$ cat config.mk
export PLATFORM = sky130hd
export DESIGN_NAME = pmod_gpio_arbiter
export DESIGN_NICKNAME = d
export VERILOG_FILES = /design/src/rtl/pmod_gpio_arbiter.sv
export SDC_FILE = /design/constraint.sdc
export NUM_CORES = 1
export LEC_CHECK = 0
export ABC_AREA = 0
export CORE_ASPECT_RATIO = 0.5
export CORE_UTILIZATION = 44
export DETAILED_ROUTE_END_ITERATION = 8
export PLACE_DENSITY = 0.93
export SLEW_MARGIN = 20
export SYNTH_ARGS = -nofsm -noshare
export SYNTH_HDL_FRONTEND = slang
export SYNTH_SLANG_ARGS = --single-unit
$ cat constraint.sdc
create_clock -name clk -period 2.8 [get_ports clk]
set_input_delay 0.42 -clock clk [delete_from_list [all_inputs] [get_ports clk]]
set_output_delay 0.42 -clock clk [all_outputs]
set_load 0.01 [all_outputs]
$ cat src/rtl/pmod_gpio_arbiter.sv
// pmod_gpio_arbiter: two-requester owner arbiter for one shared Pmod GPIO port.
// Round-robin grants, optional hold preemption, high-Z turnaround, synced pin inputs.
module pmod_gpio_arbiter #(
    parameter int WIDTH       = 8,
    parameter int TURNAROUND  = 2,
    parameter int MAX_HOLD    = 0,
    parameter int SYNC_STAGES = 2
) (
    input  logic             clk,
    input  logic             rst,
    input  logic             req0,
    input  logic             req1,
    output logic             gnt0,
    output logic             gnt1,
    output logic             preempt,
    input  logic [WIDTH-1:0] rq0_tri_t,
    input  logic [WIDTH-1:0] rq1_tri_t,
    input  logic [WIDTH-1:0] rq0_tri_o,
    input  logic [WIDTH-1:0] rq1_tri_o,
    output logic [WIDTH-1:0] rq0_tri_i,
    output logic [WIDTH-1:0] rq1_tri_i,
    output logic [WIDTH-1:0] pmod_tri_t,
    output logic [WIDTH-1:0] pmod_tri_o,
    input  logic [WIDTH-1:0] pmod_tri_i
);

    localparam logic [1:0] S_IDLE   = 2'd0;
    localparam logic [1:0] S_GRANT0 = 2'd1;
    localparam logic [1:0] S_GRANT1 = 2'd2;
    localparam logic [1:0] S_TURN   = 2'd3;

    localparam logic [3:0]  TURN_LOAD  = 4'(TURNAROUND - 1);
    localparam bit          HOLD_EN    = (MAX_HOLD != 0);
    localparam logic [15:0] HOLD_LIMIT = 16'(HOLD_EN ? MAX_HOLD - 1 : 0);

    logic [1:0]       state;
    logic [1:0]       state_nxt;
    logic             take_preempt;
    logic             last_owner;
    logic [3:0]       turn_cnt;
    logic [15:0]      hold_cnt;
    logic [WIDTH-1:0] sync_q [SYNC_STAGES];

    assign gnt0 = (state == S_GRANT0);
    assign gnt1 = (state == S_GRANT1);

    assign rq0_tri_i = gnt0 ? sync_q[SYNC_STAGES-1] : '0;
    assign rq1_tri_i = gnt1 ? sync_q[SYNC_STAGES-1] : '0;

    // Next-state arbitration; owner drop wins over preemption
    always_comb begin
        state_nxt    = state;
        take_preempt = 1'b0;
        unique case (state)
            S_IDLE: begin
                if (req0 && (!req1 || last_owner))
                    state_nxt = S_GRANT0;
                else if (req1)
                    state_nxt = S_GRANT1;
            end
            S_GRANT0: begin
                if (!req0) begin
                    state_nxt = S_TURN;
                end else if (HOLD_EN && req1 && hold_cnt >= HOLD_LIMIT) begin
                    state_nxt    = S_TURN;
                    take_preempt = 1'b1;
                end
            end
            S_GRANT1: begin
                if (!req1) begin
                    state_nxt = S_TURN;
                end else if (HOLD_EN && req0 && hold_cnt >= HOLD_LIMIT) begin
                    state_nxt    = S_TURN;
                    take_preempt = 1'b1;
                end
            end
            default: begin
                if (turn_cnt == 4'd0)
                    state_nxt = S_IDLE;
            end
        endcase
    end

    // State, preempt pulse and ownership bookkeeping
    always_ff @(posedge clk or posedge rst) begin
        if (rst) begin
            state      <= S_IDLE;
            preempt    <= 1'b0;
            last_owner <= 1'b1;
        end else begin
            state   <= state_nxt;
            preempt <= take_preempt;
            if (state == S_IDLE && state_nxt == S_GRANT0)
                last_owner <= 1'b0;
            else if (state == S_IDLE && state_nxt == S_GRANT1)
                last_owner <= 1'b1;
        end
    end

    // Turnaround down-counter and saturating hold counter
    always_ff @(posedge clk or posedge rst) begin
        if (rst) begin
            turn_cnt <= '0;
            hold_cnt <= '0;
        end else begin
            if (state != S_TURN && state_nxt == S_TURN)
                turn_cnt <= TURN_LOAD;
            else if (state == S_TURN && turn_cnt != 4'd0)
                turn_cnt <= turn_cnt - 4'd1;
            if (state == S_IDLE)
                hold_cnt <= '0;
            else if (hold_cnt != 16'hFFFF)
                hold_cnt <= hold_cnt + 16'd1;
        end
    end

    // Registered pin drive; only the current owner reaches the port
    always_ff @(posedge clk or posedge rst) begin
        if (rst) begin
            pmod_tri_t <= '1;
            pmod_tri_o <= '0;
        end else begin
            unique case (state)
                S_GRANT0: begin
                    pmod_tri_t <= rq0_tri_t;
                    pmod_tri_o <= rq0_tri_o;
                end
                S_GRANT1: begin
                    pmod_tri_t <= rq1_tri_t;
                    pmod_tri_o <= rq1_tri_o;
                end
                default: begin
                    pmod_tri_t <= '1;
                    pmod_tri_o <= '0;
                end
            endcase
        end
    end

    // Pin input synchroniser chain
    always_ff @(posedge clk or posedge rst) begin
        if (rst) begin
            for (int i = 0; i < SYNC_STAGES; i++)
                sync_q[i] <= '0;
        end else begin
            sync_q[0] <= pmod_tri_i;
            for (int i = 1; i < SYNC_STAGES; i++)
                sync_q[i] <= sync_q[i-1];
        end
    end

endmodule

# [Word-level counts from Yosys, hierarchy flattened]
# Cells that the tools add are included.
[classes] reduce_logical=12 n_eq_ne=7 addsub=1 muxes=14
[ops] cell="case mux 8 bit (2 select lines)" n=2
[ops] cell="2-to-1 mux 8 bit" n=2
[ops] cell="2-to-1 mux 2 bit" n=5
[ops] cell="equality test 2 bit, second input constant" n=4
[ops] cell="2-to-1 mux 4 bit" n=2
[ops] cell="case mux 2 bit (3 select lines)" n=1
[ops] cell="logical AND 1 bit" n=5
[ops] cell="equality test 2 x 1 -> 1 bit, second input constant" n=2
[ops] cell="logical NOT 4 bit" n=1
[ops] cell="nonzero test 2 bit" n=2
[ops] cell="nonzero test 4 bit" n=1
[ops] cell="subtractor 4 x 1 -> 4 bit, second input constant" n=1
[ops] cell="logical NOT 2 bit" n=1
[ops] cell="2-to-1 mux 1 bit" n=2
[ops] cell="!= test 2 bit, second input constant" n=1
[ops] cell="logical NOT 1 bit" n=1
[ops] cell="logical OR 1 bit" n=1
[totals] register_bits=39 inputBits=44 word_cells=41 out_inout_bits=35

# [Depth between registers and ports, before layout]
# Gate-level depths: netlist of run 1.
[depth] ltp_word=9 ltp_mapped=7 mapped_depth_nobuf=6

# [Least setup slack after synthesis of run 1]
# No wires, ideal clock.
[synth_path] path_kind="register to output" start="reg state[1]" end="out rq0_tri_i[0]" n_path_buf=2 arrival_time_ps=1348 stages_incl_launch_ff=6 setup_slack_ps=1032 required_time_ps=2380 path_cell_list="dfrtp_1 -> inv_1 -> ha_1 -> buf_2 -> clkbuf_1 -> and2_1"
[synth_between] elab_chain_cells=2
[synth_rtl] item="start: declaration" line="36" rtl="logic [1:0] state;"
[synth_rtl] item="start signal: assignment" line="91" rtl="state <= state_nxt;"
[synth_rtl] item="equality test 2 x 1 -> 1 bit" line="44" rtl="assign gnt0 = (state == S_GRANT0);"
[synth_rtl] item="named net gnt0" line="13" rtl="output logic gnt0,"
[synth_rtl] item="2-to-1 mux 8 bit" line="47" rtl="assign rq0_tri_i = gnt0 ? sync_q[SYNC_STAGES-1] : '0;"
[synth_rtl] item="end: declaration" line="20" rtl="output logic [WIDTH-1:0] rq0_tri_i,"
# The timed path passes the listed nets, and every way through them passes these cells.

# [Worst setup path in the final report of run 1]
[layout_path] start="reg state[1]" end="out gnt0"
[layout_between] elab_chain_cells=1
[layout_rtl] item="equality test 2 x 1 -> 1 bit" line="44"
[layout_rtl] item="end: declaration" line="13"
# Every way passes these cells.

==> flow_summary.html, run 1 <==
<table>
<tr><th>Metric</th><th>Value</th></tr>
<tr><th colspan="2">Die</th></tr>
<tr><td>Count of standard-cell rows</td><td>15</td></tr>
<tr><td>Die extent in x</td><td>about 90 um</td></tr>
<tr><td>Die Y</td><td>45.9 um</td></tr>
<tr><td>Core box area</td><td>between 3000 and 4000 um^2</td></tr>
<tr><td>Total Die Area</td><td>between 4000 and 5000 um^2</td></tr>
<tr><td>Initial core utilization</td><td>0.477</td></tr>
<tr><td>Number of top-level pins</td><td>slightly below 80</td></tr>
<tr><th colspan="2">STA</th></tr>
<tr><td>Setup-violating endpoint count in the final report</td><td>0</td></tr>
<tr><td>Final setup skew</td><td>~4.7 ps</td></tr>
<tr><td>RSZ-0062 raised after global routing</td><td>false</td></tr>
<tr><td>Worst slack on hold paths</td><td>350 ps</td></tr>
<tr><td>Final critical path time including I/O delays and setup</td><td>2570 ps</td></tr>
<tr><td>Crit share post-route</td><td>0.917</td></tr>
<tr><td>Highest achievable clock rate</td><td>approximately 0.39 GHz</td></tr>
<tr><td>Final Hold Vio Count</td><td>0</td></tr>
<tr><td>Number of pins with negative max-slew slack in the final report</td><td>0</td></tr>
<tr><td>Final TNS setup</td><td>0 ps</td></tr>
<tr><th colspan="2">Yosys</th></tr>
<tr><td>Post-synthesis average cell area</td><td>approximately 11 um^2</td></tr>
<tr><td>Syn Std Cell Area</td><td>approximately 1700 um^2</td></tr>
<tr><td>Cell count after synthesis</td><td>148</td></tr>
<tr><td>Total of flip-flops plus latches after synthesis</td><td>39</td></tr>
<tr><td>Netlist cell types</td><td>37</td></tr>
<tr><td>Portion of the post-synthesis area used by sequential elements</td><td>0.583</td></tr>
<tr><td>Synth Net Count</td><td>between 150 and 200</td></tr>
<tr><td>Count of warnings emitted by yosys</td><td>0</td></tr>
<tr><th colspan="2">Global route</th></tr>
<tr><td>Global-route congestion overflow total</td><td>0</td></tr>
<tr><td>Maximum number of pins on one net before global-route repair</td><td>40</td></tr>
<tr><td>Wire length of the first global-routing pass</td><td>6.33 mm</td></tr>
<tr><td>Antenna violations before repair</td><td>0</td></tr>
<tr><td>Overall routing resource usage</td><td>0.206</td></tr>
<tr><td>Number of global-route vias before repair</td><td>between 1,000 and 1,500</td></tr>
<tr><th colspan="2">CTS</th></tr>
<tr><td>Number of setup buffers added after CTS</td><td>0</td></tr>
<tr><td>Depth of the CTS H-tree</td><td>2</td></tr>
<tr><td>Post-cts gate resize count</td><td>0</td></tr>
<tr><td>Clk Latency, worst-skew pair</td><td>between 200 and 300 ps</td></tr>
<tr><td>Total clock buffers created by CTS</td><td>5</td></tr>
<tr><td>Sinks on the clock net</td><td>39</td></tr>
<tr><td>Number of hold buffers added after cts</td><td>0</td></tr>
<tr><td>Clock Pin Slew Worst Setup and Hold Paths</td><td>around 70 ps</td></tr>
<tr><td>Cell at the root of the clock tree</td><td>sky130_fd_sc_hd__clkbuf_8</td></tr>
<tr><td>CTS tree</td><td>built</td></tr>
<tr><td>Maximum count of clock buffers along a single path</td><td>2</td></tr>
<tr><th colspan="2">Worst setup path</th></tr>
<tr><td>Required time worst endpoint</td><td>about 2400 ps</td></tr>
<tr><td>Kind of capture point of the worst setup path</td><td>output pin</td></tr>
<tr><td>Crit-path max cell delay</td><td>~580 ps</td></tr>
<tr><td>Worst Setup Path Type</td><td>flop to output pin</td></tr>
<tr><td>Crit path DAT</td><td>2150 ps</td></tr>
<tr><td>Largest driver fanout on the critical path</td><td>17</td></tr>
<tr><td>Type of element launching the critical path</td><td>flop</td></tr>
<tr><td>Slowest cell on the critical path</td><td>sky130_fd_sc_hd__clkdlybuf4s50_1</td></tr>
<tr><td>Critical path cell sequence</td><td>inv_1 -&gt; ha_1 -&gt; buf_4 -&gt; clkdlybuf4s50_1</td></tr>
<tr><th colspan="2">Finish</th></tr>
<tr><td>Share of post-route cells with drive strength above 1</td><td>0.0969</td></tr>
<tr><td>Core utilization of the finished layout</td><td>0.735</td></tr>
<tr><td># nets final</td><td>275</td></tr>
<tr><td>Number of diodes</td><td>0</td></tr>
<tr><td>Synthesis-to-layout area growth</td><td>54.1%</td></tr>
<tr><td>Most used cells in the layout excluding fill and tap cells</td><td>sky130_fd_sc_hd__clkdlybuf4s50_1 (77), sky130_fd_sc_hd__dfrtp_1 (30), sky130_fd_sc_hd__a22oi_1 (18)</td></tr>
<tr><td>Leading cell type in the layout, fill and taps excluded</td><td>sky130_fd_sc_hd__clkdlybuf4s50_1</td></tr>
<tr><th colspan="2">Place</th></tr>
<tr><td>Count of port buffers added during placement</td><td>between 70 and 80</td></tr>
<tr><td>Sum of net half-perimeters after detailed placement</td><td>approximately 3 mm</td></tr>
<tr><td>Final weighted congestion in routability-driven placement</td><td>around 0.81</td></tr>
<tr><th colspan="2">Worst hold path</th></tr>
<tr><td>Type of the most critical hold path</td><td>flop to flop</td></tr>
<tr><th colspan="2">Route</th></tr>
<tr><td>Residual antenna-violating net count after detailed routing</td><td>0</td></tr>
<tr><td>Detailed-router iteration count before antenna repair</td><td>4</td></tr>
<tr><td>Via-per-instance ratio</td><td>slightly below 5</td></tr>
<tr><td>Overall routed net length</td><td>a little over 4 mm</td></tr>
<tr><td>First DRT Iteration DRCs</td><td>33</td></tr>
<tr><td>Total via count in the routed design</td><td>roughly 1,400</td></tr>
<tr><td>WL/cell</td><td>between 10 and 15 um</td></tr>
<tr><td>Count of unresolved DRC violations after routing</td><td>0</td></tr>
<tr><th colspan="2">Status</th></tr>
<tr><td>Outcome</td><td>completed</td></tr>
<tr><th colspan="2">Flow run</th></tr>
<tr><td>MaxCap Viol Count</td><td>0</td></tr>
<tr><th colspan="2">Power</th></tr>
<tr><td>Sequential share of power</td><td>0.325</td></tr>
<tr><td>Clock network fraction of design power</td><td>0.152</td></tr>
<tr><td>Areal power density over the cells</td><td>between 1000 and 1500 nW/um^2</td></tr>
<tr><td>Worst vdd rail ir drop</td><td>slightly below 0.0004 V</td></tr>
<tr><td>Comb power frac</td><td>0.523</td></tr>
<tr><td>Leak Pwr</td><td>between 1 and 1.5 nW</td></tr>
<tr><td>NetSw</td><td>~0.00096 W</td></tr>
<tr><td>Sw Ratio</td><td>0.359</td></tr>
<tr><td>Internal power summed over all cells</td><td>between 0.0015 and 0.002 W</td></tr>
</table>
[area by class of cell]
cell class	instances	area, um^2
flip-flops and latches	39	987
inverters	8	30.0
repair buffers	80	793
fillers	227	938
clock buffers	8	100
multi-input cells	92	634
well taps	51	63.8
[registers in the layout, indices dropped and copies added (netlist names)]
| signal | cells |
|---|---|
| pmod_tri_o | 8 |
| state | 2 |
| turn_cnt | 4 |
| last_owner | 1 |
| sync_q | 16 |
| pmod_tri_t | 8 |
[through the flow]
stage	power [W]	std cells	setup WS [ps]	area, um^2
detailed placement	0.00227	270	531	2510
floorplan	0.00166	148	1030	1690
CTS	0.00269	278	219	2610
finish	0.00267	278	231	2610
global route	0.00285	278	92.8	2610
global placement	0.00221	270	636	2510
[per-layer routing]
layer  vias to the layer above  share of wire  track usage
met5                         -              0            0
met4                         0         0.0039       0.0820
met3                         3          0.038       0.0467
met2                        36           0.54        0.405
met1                       678           0.42        0.229
li1                        662              -            -
[final timing paths]
check | slack [ps] | depth (start not counted) | end | start
setup / recovery | 230 | 4 | gnt0 | state[1]
hold / removal | 350 | 0 | sync_q[5] | sync_q[13]
setup reg to reg | 550 | 7 | turn_cnt[1] | state[1]
hold reg to reg | 350 | 0 | sync_q[5] | sync_q[13]
max in group asynchronous | 1870 | 3 | pmod_tri_t[1] | rst
min in group asynchronous | 560 | 3 | sync_q[15] | rst
[critical path: cells and delay by family, from the launching register on]
family                     cells  cell delay, ps
buffers and inverters          3            1020
DFF                            1             450
adders and majority gates      1             390
[power by group through the flow]
stage,clock network (W),logic [W],registers (W)
6_report,0.000407,0.00140,0.000869
2_1_floorplan,0,0.000738,0.000926
5_1_grt,0.000441,0.00152,0.000890
4_1_cts,0.000414,0.00140,0.000869
3_5_place_dp,0,0.00139,0.000880
3_3_place_gp,0,0.00134,0.000869
[cell families after synthesis]
logic type      count (synthesis)  synth area share
compound gates                 37             0.160
xor+xnor                        2            0.0103
mux                             1           0.00591
flops                          39             0.583
fa+ha+maj                       5            0.0370
simple gates                   46             0.159
buf+inv                        17            0.0421
other cells                     1           0.00222
[cell usage after synthesis]
cell type,n,share of area
sky130_fd_sc_hd__dfrtp_1,30,0.44
sky130_fd_sc_hd__a22oi_1,18,0.080
sky130_fd_sc_hd__and2_1,16,0.059
sky130_fd_sc_hd__nand2_1,11,0.024
sky130_fd_sc_hd__dfstp_2,9,0.14
sky130_fd_sc_hd__nor2b_1,9,0.033
sky130_fd_sc_hd__inv_1,8,0.018
sky130_fd_sc_hd__a21oi_1,6,0.018
sky130_fd_sc_hd__ha_1,5,0.037
sky130_fd_sc_hd__clkbuf_1,3,0.0067
sky130_fd_sc_hd__a41oi_1,2,0.010
sky130_fd_sc_hd__buf_1,2,0.0044
sky130_fd_sc_hd__buf_2,2,0.0059
sky130_fd_sc_hd__nand3_1,2,0.0059
sky130_fd_sc_hd__o211ai_1,2,0.0089
sky130_fd_sc_hd__o21ai_0,2,0.0059
sky130_fd_sc_hd__a21boi_0,1,0.0044
sky130_fd_sc_hd__a21o_1,1,0.0044
sky130_fd_sc_hd__a32oi_1,1,0.0052
sky130_fd_sc_hd__and3_1,1,0.0037
sky130_fd_sc_hd__buf_4,1,0.0044
sky130_fd_sc_hd__clkbuf_2,1,0.0030
sky130_fd_sc_hd__conb_1,1,0.0022
sky130_fd_sc_hd__mux2i_1,1,0.0059
sky130_fd_sc_hd__nand2_4,1,0.0067
sky130_fd_sc_hd__nand2b_1,1,0.0037
sky130_fd_sc_hd__nand3b_1,1,0.0044
sky130_fd_sc_hd__nor3_1,1,0.0030
sky130_fd_sc_hd__nor3b_1,1,0.0044
sky130_fd_sc_hd__o21a_1,1,0.0044
sky130_fd_sc_hd__o221ai_2,1,0.0089
sky130_fd_sc_hd__o2bb2ai_1,1,0.0052
sky130_fd_sc_hd__o311ai_0,1,0.0052
sky130_fd_sc_hd__or2_1,1,0.0037
sky130_fd_sc_hd__or3b_4,1,0.0067
sky130_fd_sc_hd__xnor2_1,1,0.0052
sky130_fd_sc_hd__xor2_1,1,0.0052
(Power assumes the default switching activity.)
==> run 2: changes to the inputs <==
Settings changed: CTS_CLUSTER_SIZE set to 14.
==> results of run 2 <==
No change in the layout: final DEF, timing and power equal those of run 1.
